`src/rtl/jram_scanner_if.sv`:
```
// jram_scanner_if
// Groups the control, jRAM bus and display signals of the jRAM read-back
// scanner so they can be passed as one port.
//   slave  : the scanner itself (controls and DATA_IN in, bus/status/word out)
//   master : whoever drives the controls and models the RAM (bench or top)
// Signals:
//   start_i, stop_i, loop_i, step_i, next_i : scan controls
//   data_in_i  [7:0]  : jRAM output bus
//   addr_o     [7:0]  : address driven to the jRAM
//   sa_o, ena_o       : jRAM address-latch set / output enable
//   data_q_o   [7:0]  : last captured byte
//   valid_o, busy_o, done_o : capture pulse, non-idle flag, end-of-scan pulse
//   word_o     [31:0] : four ASCII characters for the 7-segment display
interface jram_scanner_if;
    logic        start_i;
    logic        stop_i;
    logic        loop_i;
    logic        step_i;
    logic        next_i;
    logic [7:0]  data_in_i;
    logic [7:0]  addr_o;
    logic        sa_o;
    logic        ena_o;
    logic [7:0]  data_q_o;
    logic        valid_o;
    logic        busy_o;
    logic        done_o;
    logic [31:0] word_o;

    modport slave (
        input  start_i, stop_i, loop_i, step_i, next_i, data_in_i,
        output addr_o, sa_o, ena_o, data_q_o, valid_o, busy_o, done_o, word_o
    );

    modport master (
        output start_i, stop_i, loop_i, step_i, next_i, data_in_i,
        input  addr_o, sa_o, ena_o, data_q_o, valid_o, busy_o, done_o, word_o
    );
endinterface

```
`src/rtl/jram_scanner.sv`:
```
// jram_scanner
// Walks the jRAM from FIRST_ADDR to LAST_ADDR, latching each address (SA),
// enabling the output (ENA), capturing the byte and holding the pair for
// display, either for DWELL cycles or until NEXT when STEP is set.
// Ports:
//   clk_i  : system clock
//   rstn_i : synchronous active-low reset
//   bus    : jram_scanner_if.slave (controls, jRAM bus, status, display word)
// Optional build macro JRAM_SCANNER_HEX_WORD_EN: word_o shows the address
// and data as four lowercase hex characters instead of " rd "/" idl".
//
// state | meaning
// IDLE  | not scanning, SA/ENA low, ADDR/DATA_Q held
// LATCH | SA high for SETTLE cycles
// READ  | ENA high for SETTLE cycles, capture on the last one
// SHOW  | hold pair for DWELL cycles, or until NEXT in step mode
module jram_scanner #(
    parameter int unsigned DWELL      = 50000000,
    parameter int unsigned SETTLE     = 2,
    parameter logic [7:0]  FIRST_ADDR = 8'd0,
    parameter logic [7:0]  LAST_ADDR  = 8'd255
) (
    input  logic           clk_i,
    input  logic           rstn_i,
    jram_scanner_if.slave  bus
);

    typedef enum logic [1:0] {
        S_IDLE  = 2'd0,
        S_LATCH = 2'd1,
        S_READ  = 2'd2,
        S_SHOW  = 2'd3
    } state_t;

    // Down-counters are loaded with length-1 so the terminal count is zero.
    localparam logic [31:0] SETTLE_TC = 32'(SETTLE - 1);
    localparam logic [31:0] DWELL_TC  = 32'(DWELL - 1);

    state_t      state_q;
    logic [31:0] cnt_q;
    logic [7:0]  addr_q;
    logic [7:0]  data_q;
    logic        sa_q;
    logic        ena_q;
    logic        valid_q;
    logic        busy_q;
    logic        done_q;
    logic        show_exit;

    // Step mode ignores the timer entirely; it is re-evaluated every cycle.
    assign show_exit = bus.step_i ? bus.next_i : (cnt_q == 32'd0);

    always_ff @(posedge clk_i) begin
        if (!rstn_i) begin
            state_q <= S_IDLE;
            cnt_q   <= 32'd0;
            addr_q  <= 8'd0;
            data_q  <= 8'd0;
            sa_q    <= 1'b0;
            ena_q   <= 1'b0;
            valid_q <= 1'b0;
            busy_q  <= 1'b0;
            done_q  <= 1'b0;
        end else begin
            valid_q <= 1'b0;
            done_q  <= 1'b0;
            if (state_q != S_IDLE && bus.stop_i) begin
                state_q <= S_IDLE;
                sa_q    <= 1'b0;
                ena_q   <= 1'b0;
                busy_q  <= 1'b0;
            end else begin
                case (state_q)
                    S_IDLE: begin
                        if (bus.start_i && !bus.stop_i) begin
                            addr_q  <= FIRST_ADDR;
                            state_q <= S_LATCH;
                            sa_q    <= 1'b1;
                            busy_q  <= 1'b1;
                            cnt_q   <= SETTLE_TC;
                        end
                    end
                    S_LATCH: begin
                        if (cnt_q == 32'd0) begin
                            state_q <= S_READ;
                            sa_q    <= 1'b0;
                            ena_q   <= 1'b1;
                            cnt_q   <= SETTLE_TC;
                        end else begin
                            cnt_q <= cnt_q - 32'd1;
                        end
                    end
                    S_READ: begin
                        if (cnt_q == 32'd0) begin
                            state_q <= S_SHOW;
                            ena_q   <= 1'b0;
                            data_q  <= bus.data_in_i;
                            valid_q <= 1'b1;
                            cnt_q   <= DWELL_TC;
                        end else begin
                            cnt_q <= cnt_q - 32'd1;
                        end
                    end
                    S_SHOW: begin
                        if (cnt_q != 32'd0) begin
                            cnt_q <= cnt_q - 32'd1;
                        end
                        if (show_exit) begin
                            cnt_q <= SETTLE_TC;
                            if (addr_q != LAST_ADDR) begin
                                addr_q  <= addr_q + 8'd1;
                                state_q <= S_LATCH;
                                sa_q    <= 1'b1;
                            end else if (bus.loop_i) begin
                                addr_q  <= FIRST_ADDR;
                                state_q <= S_LATCH;
                                sa_q    <= 1'b1;
                            end else begin
                                state_q <= S_IDLE;
                                busy_q  <= 1'b0;
                                done_q  <= 1'b1;
                            end
                        end
                    end
                    default: state_q <= S_IDLE;
                endcase
            end
        end
    end

    assign bus.addr_o   = addr_q;
    assign bus.data_q_o = data_q;
    assign bus.sa_o     = sa_q;
    assign bus.ena_o    = ena_q;
    assign bus.valid_o  = valid_q;
    assign bus.busy_o   = busy_q;
    assign bus.done_o   = done_q;

`ifdef JRAM_SCANNER_HEX_WORD_EN
    function automatic logic [7:0] hex_char(input logic [3:0] nib);
        if (nib < 4'd10) begin
            hex_char = 8'h30 + {4'd0, nib};
        end else begin
            hex_char = 8'h57 + {4'd0, nib};
        end
    endfunction

    assign bus.word_o = {hex_char(addr_q[7:4]), hex_char(addr_q[3:0]),
                         hex_char(data_q[7:4]), hex_char(data_q[3:0])};
`else
    assign bus.word_o = busy_q ? " rd " : " idl";
`endif

endmodule

```
`src/flat_wrapper.sv`:
```
// flat-port wrapper written by rule: the top's interface ports become plain ports
module jram_scanner_flat 
#(
    parameter int unsigned DWELL      = 50000000,
    parameter int unsigned SETTLE     = 2,
    parameter logic [7:0]  FIRST_ADDR = 8'd0,
    parameter logic [7:0]  LAST_ADDR  = 8'd255
)
  (clk_i, rstn_i, bus_start_i, bus_stop_i, bus_loop_i, bus_step_i, bus_next_i, bus_data_in_i, bus_addr_o, bus_sa_o, bus_ena_o, bus_data_q_o, bus_valid_o, bus_busy_o, bus_done_o, bus_word_o);
  jram_scanner_if bus_i ();
  input  logic clk_i;
  input  logic rstn_i;
  input wire logic [$bits(bus_i.start_i)-1:0] bus_start_i;
  input wire logic [$bits(bus_i.stop_i)-1:0] bus_stop_i;
  input wire logic [$bits(bus_i.loop_i)-1:0] bus_loop_i;
  input wire logic [$bits(bus_i.step_i)-1:0] bus_step_i;
  input wire logic [$bits(bus_i.next_i)-1:0] bus_next_i;
  input wire logic [$bits(bus_i.data_in_i)-1:0] bus_data_in_i;
  output wire logic [$bits(bus_i.addr_o)-1:0] bus_addr_o;
  output wire logic [$bits(bus_i.sa_o)-1:0] bus_sa_o;
  output wire logic [$bits(bus_i.ena_o)-1:0] bus_ena_o;
  output wire logic [$bits(bus_i.data_q_o)-1:0] bus_data_q_o;
  output wire logic [$bits(bus_i.valid_o)-1:0] bus_valid_o;
  output wire logic [$bits(bus_i.busy_o)-1:0] bus_busy_o;
  output wire logic [$bits(bus_i.done_o)-1:0] bus_done_o;
  output wire logic [$bits(bus_i.word_o)-1:0] bus_word_o;
  assign bus_i.start_i = bus_start_i;
  assign bus_i.stop_i = bus_stop_i;
  assign bus_i.loop_i = bus_loop_i;
  assign bus_i.step_i = bus_step_i;
  assign bus_i.next_i = bus_next_i;
  assign bus_i.data_in_i = bus_data_in_i;
  assign bus_addr_o = bus_i.addr_o;
  assign bus_sa_o = bus_i.sa_o;
  assign bus_ena_o = bus_i.ena_o;
  assign bus_data_q_o = bus_i.data_q_o;
  assign bus_valid_o = bus_i.valid_o;
  assign bus_busy_o = bus_i.busy_o;
  assign bus_done_o = bus_i.done_o;
  assign bus_word_o = bus_i.word_o;
  jram_scanner #(.DWELL(DWELL), .SETTLE(SETTLE), .FIRST_ADDR(FIRST_ADDR), .LAST_ADDR(LAST_ADDR)) u_core (.clk_i(clk_i), .rstn_i(rstn_i), .bus(bus_i));
endmodule
```
`config.mk`:
```
export PLATFORM = sky130hd
export DESIGN_NAME = jram_scanner_flat
export DESIGN_NICKNAME = d
export VERILOG_FILES = /design/src/rtl/jram_scanner_if.sv /design/src/rtl/jram_scanner.sv /design/src/flat_wrapper.sv
export SDC_FILE = /design/constraint.sdc
export NUM_CORES = 1
export LEC_CHECK = 0
export CORE_MARGIN = 10
export CORE_UTILIZATION = 40
export DETAILED_ROUTE_END_ITERATION = 7
export GPL_TIMING_DRIVEN = 1
export MAX_ROUTING_LAYER = met4
export PLACE_DENSITY = 0.62
export SLEW_MARGIN = 20
export SYNTH_ARGS = -nofsm -noshare
export SYNTH_HDL_FRONTEND = slang
export SYNTH_SLANG_ARGS = --single-unit
export TNS_END_PERCENT = 30
```
`constraint.sdc`:
```
create_clock -name clk_i -period 7.7 [get_ports clk_i]
set_clock_uncertainty 0.15 [all_clocks]
set_input_delay 1.54 -clock clk_i [delete_from_list [all_inputs] [get_ports clk_i]]
set_output_delay 1.54 -clock clk_i [all_outputs]
set_load 0.005 [all_outputs]
```
==> results <==
- In this design, the largest share of critical-path delay is due to simple AND/OR/NAND/NOR gates.
- The dominant synthesized flop cell is sky130_fd_sc_hd__dfxtp_1.
- The simple-gate share of the synthesized area is 0.303.
- The clock latency on the worst-skew pair is 310 ps.
- Along the worst path, the maximum fanout reaches 12.
- For this run, the slowest stage of the critical path takes 690 ps.
- The number of global-route vias before repair was 3045.
- The number of antenna cells inserted is 0.
- By area, the combinational part of the netlist is dominated by simple AND/OR/NAND/NOR gates.
- Of the total synthesized cell area, the portion taken by full adders, half adders and majority gates is 0.0265.
- The die is 111 um tall.
- Data arrives at the worst endpoint at 4170 ps.
- With fillers left out, the area of the finished cells amounts to between 0.003 and 0.004 mm2.
- Of the total synthesized cell area, the portion taken by XOR and XNOR cells is 0.00795.
- 68 I/O pins were placed.
- During placement, the flow inserted port buffers numbering 42.
- The highest achievable clock rate is ~250 MHz.
- After detailed routing, the number of remaining DRC violations is 0.
- The placed instances occupy a cell area of 0.00366 mm2.
- The initial core utilization is 0.406.
- For this run, the total global-route usage over all layers was measured as 0.144.
- Detailed placement finished with a half-perimeter wire length of 6590 um.
- The residual antenna-violating net count after detailed routing is 0.
- Relative to the synthesized area, the layout overhead comes to 13.2%.
- For this design, the CTS-stage hold fixing added 0 buffers.
- In this run the standard cell core region covers 0.00813 mm2.
- The critical path is of the in -> reg type.
- After detailed routing, the number of vias per cell comes to 5.51.
- The ratio of final minimum period to clock period is 0.529.
- Along the worst hold path, the cell count comes to 2.
- The required arrival time at the worst endpoint is 7790 ps.
- Max-cap violations in this run came to 0.
- The synthesized area per cell is 7.61 um2.
- The compound-cell area share of the yosys netlist is 0.217.
- The kind of capture point of the worst setup path is a flop.
- The number of gates resized after CTS is 0.
- The number of antenna violations at the first check in global routing came to 0.
- The slowest cell on the critical path is sky130_fd_sc_hd__nor2_1.
- The tightest min-delay check is of the reg -> reg type.
- The maximum number of pins on one net before global-route repair is 32.
- Measured against its own limit, the worst slew margin works out to 0.449.
- The die covers 0.0123 mm2.
- The final sum of negative setup slack is 0 ps.
- Counting cells, the worst reg-to-reg path comes to 9.
- TritonCTS created 5 clock buffers.
- The first TritonRoute pass finished after 5 iterations.
- The final weighted congestion in routability-driven placement is 0.842.
- Dividing total power by cell area gives a power density of 282 mW/mm2.
- Setup slack on the worst reg-to-reg path comes out at around 4000 ps.
- Setup repair after global routing left no endpoint under its margin.
- STA classifies the critical path startpoint as a primary input.
- The row count is 33.
- TritonCTS built the clock tree.
- Leaving out fill and tap cells, the most frequent cell in the layout is sky130_fd_sc_hd__dfxtp_1.
- The clock passes through at most 2 buffers.
- The share of post-route cells with drive strength above 1 is 0.0603.
- The measured slew at the worst slew-check pin is 827 ps.
- The total number of clock tree sinks is 55.
- The top cell types in the final layout, fill and taps aside, are 55 x sky130_fd_sc_hd__dfxtp_1, 49 x sky130_fd_sc_hd__nand2_1, 47 x sky130_fd_sc_hd__a21oi_1, 46 x sky130_fd_sc_hd__nor2_1, 42 x sky130_fd_sc_hd__clkdlybuf4s50_1.
- The count of H-tree levels built during CTS is 2.
- The worst hold path terminates at u_core.bus.data_q_o[6]$_SDFFE_PN0P_.
- The global-route wire length before repair is 15000 um.
- Summing every instance area after synthesis gives 0.00330 mm2.
- The buffer and inverter count on the worst path is 1.
- The floorplan die width is 111 um.
- The total wire length is 8860 um.
- The number of different library cells used by synthesis comes to 58.
- The flow ran to the end, and the final reports show no timing, DRC or antenna violations.
- The count of placed standard cells including taps is approximately 560.
- The worst min-delay path startpoint is u_core.bus.data_q_o[6]$_SDFFE_PN0P_.
- The sequential-to-total area share from yosys stat is 0.333.
- Counting flops with an async set or reset pin after synthesis yields a share of 0.
- The synthesized instance count is 434.
- The clock transition at the register clock pins on the worst setup and hold paths after CTS is roughly 100 ps.
- The number of hold violations in the final report is 0.
- The final-report setup violation count is 0.
- After clock tree synthesis, the setup repair step added 0 buffers.
- The endpoint identified for the worst register-to-register timing path is u_core.cnt_q[6]$_SDFFE_PN0P_.
- The number of DRC violations after detailed-routing iteration 0 is 150.
- After synthesis the netlist holds a flip-flop and latch count of 55.
- The tree is rooted in a sky130_fd_sc_hd__clkbuf_8.
- The routed via count is 3138.
- VDD sags by at most roughly 0.11 mV.
- The startpoint of the lowest-slack register-to-register path is u_core.cnt_q[0]$_SDFFE_PN0P_.
- The number of synthesis warnings is 0.
- Across all hold checks on the routed design, the worst slack comes to about 300 ps.
- Traced cell by cell, the critical path runs through clkdlybuf4s50_1, a21boi_1, and2_1, a21oi_1, nor2_1, o21ai_0, o21ai_1.
- Yosys mapped a number of flops with a built-in enable equal to 0.
- After global routing the overflow that remains totals 0.
- The post-layout instance count excluding filler cells is around 570.
- The detail-routed net length per standard cell is 15.6 um.
- The final number of max-transition violations is 0.
- After synthesis, the share of cell area in mux cells is 0.00606.
- Counting I/O delays and the setup requirement, the final critical path takes 4070 ps.
- The final net count is 485.
- Summed over all cells, the static leakage comes to 0.00137 uW.
## synth_stat cells, types with 3 or more instances
| library cell | number | share of area |
|---|---|---|
| sky130_fd_sc_hd__a211oi_1 | 3 | 0.0068 |
| sky130_fd_sc_hd__a21o_1 | 3 | 0.0068 |
| sky130_fd_sc_hd__a21oi_1 | 47 | 0.071 |
| sky130_fd_sc_hd__buf_2 | 4 | 0.0061 |
| sky130_fd_sc_hd__buf_4 | 31 | 0.070 |
| sky130_fd_sc_hd__clkbuf_1 | 8 | 0.0091 |
| sky130_fd_sc_hd__dfxtp_1 | 55 | 0.33 |
| sky130_fd_sc_hd__ha_1 | 7 | 0.027 |
| sky130_fd_sc_hd__inv_1 | 14 | 0.016 |
| sky130_fd_sc_hd__nand2_1 | 49 | 0.056 |
| sky130_fd_sc_hd__nand2b_1 | 5 | 0.0095 |
| sky130_fd_sc_hd__nand3_1 | 15 | 0.023 |
| sky130_fd_sc_hd__nand4_1 | 5 | 0.0095 |
| sky130_fd_sc_hd__nor2_1 | 46 | 0.052 |
| sky130_fd_sc_hd__nor2b_1 | 3 | 0.0057 |
| sky130_fd_sc_hd__nor3_1 | 14 | 0.021 |
| sky130_fd_sc_hd__nor3_2 | 4 | 0.012 |
| sky130_fd_sc_hd__nor4_1 | 7 | 0.013 |
| sky130_fd_sc_hd__nor4_2 | 3 | 0.011 |
| sky130_fd_sc_hd__o21ai_0 | 18 | 0.027 |
| sky130_fd_sc_hd__o21ai_1 | 13 | 0.020 |
| sky130_fd_sc_hd__o22ai_1 | 8 | 0.015 |
| sky130_fd_sc_hd__or2_2 | 4 | 0.0076 |
| sky130_fd_sc_hd__or3_1 | 11 | 0.021 |
| sky130_fd_sc_hd__or4_1 | 8 | 0.018 |
| sky130_fd_sc_hd__xnor2_1 | 3 | 0.0080 |
## metal layers
layer	routed length, um	track usage
met1	4070	0.178
met2	4070	0.223
met3	589	0.0357
met4	126	0.0469
met5	0	-
## worst min-delay path, delay by kind of cell (launching register included)
kind / cells / cell delay [ps]
flip-flops: 1 / 320
AND/OR/NAND/NOR: 1 / 50
AO/OA/AOI/OAI: 1 / 50
## where the power goes
part           switching [uW]  leakage [uW]  internal [uW]
Combinational             347      0.000879            215
Sequential               23.4      0.000444            310
Clock                    94.8     0.0000412           63.9
Total                     465       0.00137            589
## metrics by stage
stage	total power, uW	worst slack, ps	util
after floorplan	758	4330	-
after global placement	891	3420	0.449
after detailed placement	895	3310	0.449
after CTS	1060	3630	0.460
after global routing	1140	3330	0.460
final	1050	3630	0.460
## sequential cells by signal, summed over array words and instances (netlist names)
name	cells
u_core.bus.ena_o	1
u_core.cnt_q	32
u_core.bus.busy_o	1
u_core.bus.data_q_o	8
u_core.bus.valid_o	1
u_core.bus.done_o	1
u_core.bus.addr_o	8
u_core.bus.sa_o	1
u_core.state_q	2
## worst max-delay path by stage
stage,from,endpoint,slack [ps],cells past startpoint
floorplan,bus_step_i,u_core.cnt_q[5]$_SDFFE_PN0P_,4330,7
global placement,bus_step_i,u_core.cnt_q[12]$_SDFFE_PN0P_,3420,7
detailed placement,bus_step_i,u_core.cnt_q[6]$_SDFFE_PN0P_,3310,7
CTS,bus_step_i,u_core.cnt_q[6]$_SDFFE_PN0P_,3630,7
global route,bus_step_i,u_core.cnt_q[15]$_SDFFE_PN0P_,3330,7
finish,bus_step_i,u_core.cnt_q[6]$_SDFFE_PN0P_,3630,7
## area by class of cell
| cell class | count | area, um2 |
|---|---|---|
| repair buffers | 43 | 428 |
| fillers | 805 | 4390 |
| clock buffers | 6 | 72.6 |
| multi-input cells | 344 | 1940 |
| inverters | 14 | 52.6 |
| well taps | 105 | 131 |
| clock inverters | 2 | 12.5 |
| flip-flops and latches | 55 | 1100 |
## cells by family (layout without fill, tap and decap cells)
group           Yosys count  count (layout)
simple gates            188             188
fa+ha+maj                 7               7
buf+inv                  58              65
mux                       2               2
other cells               2              25
compound gates          119             119
xor+xnor                  3               3
flops                    55              55
No activity file was read; power rests on OpenSTA's default activity.
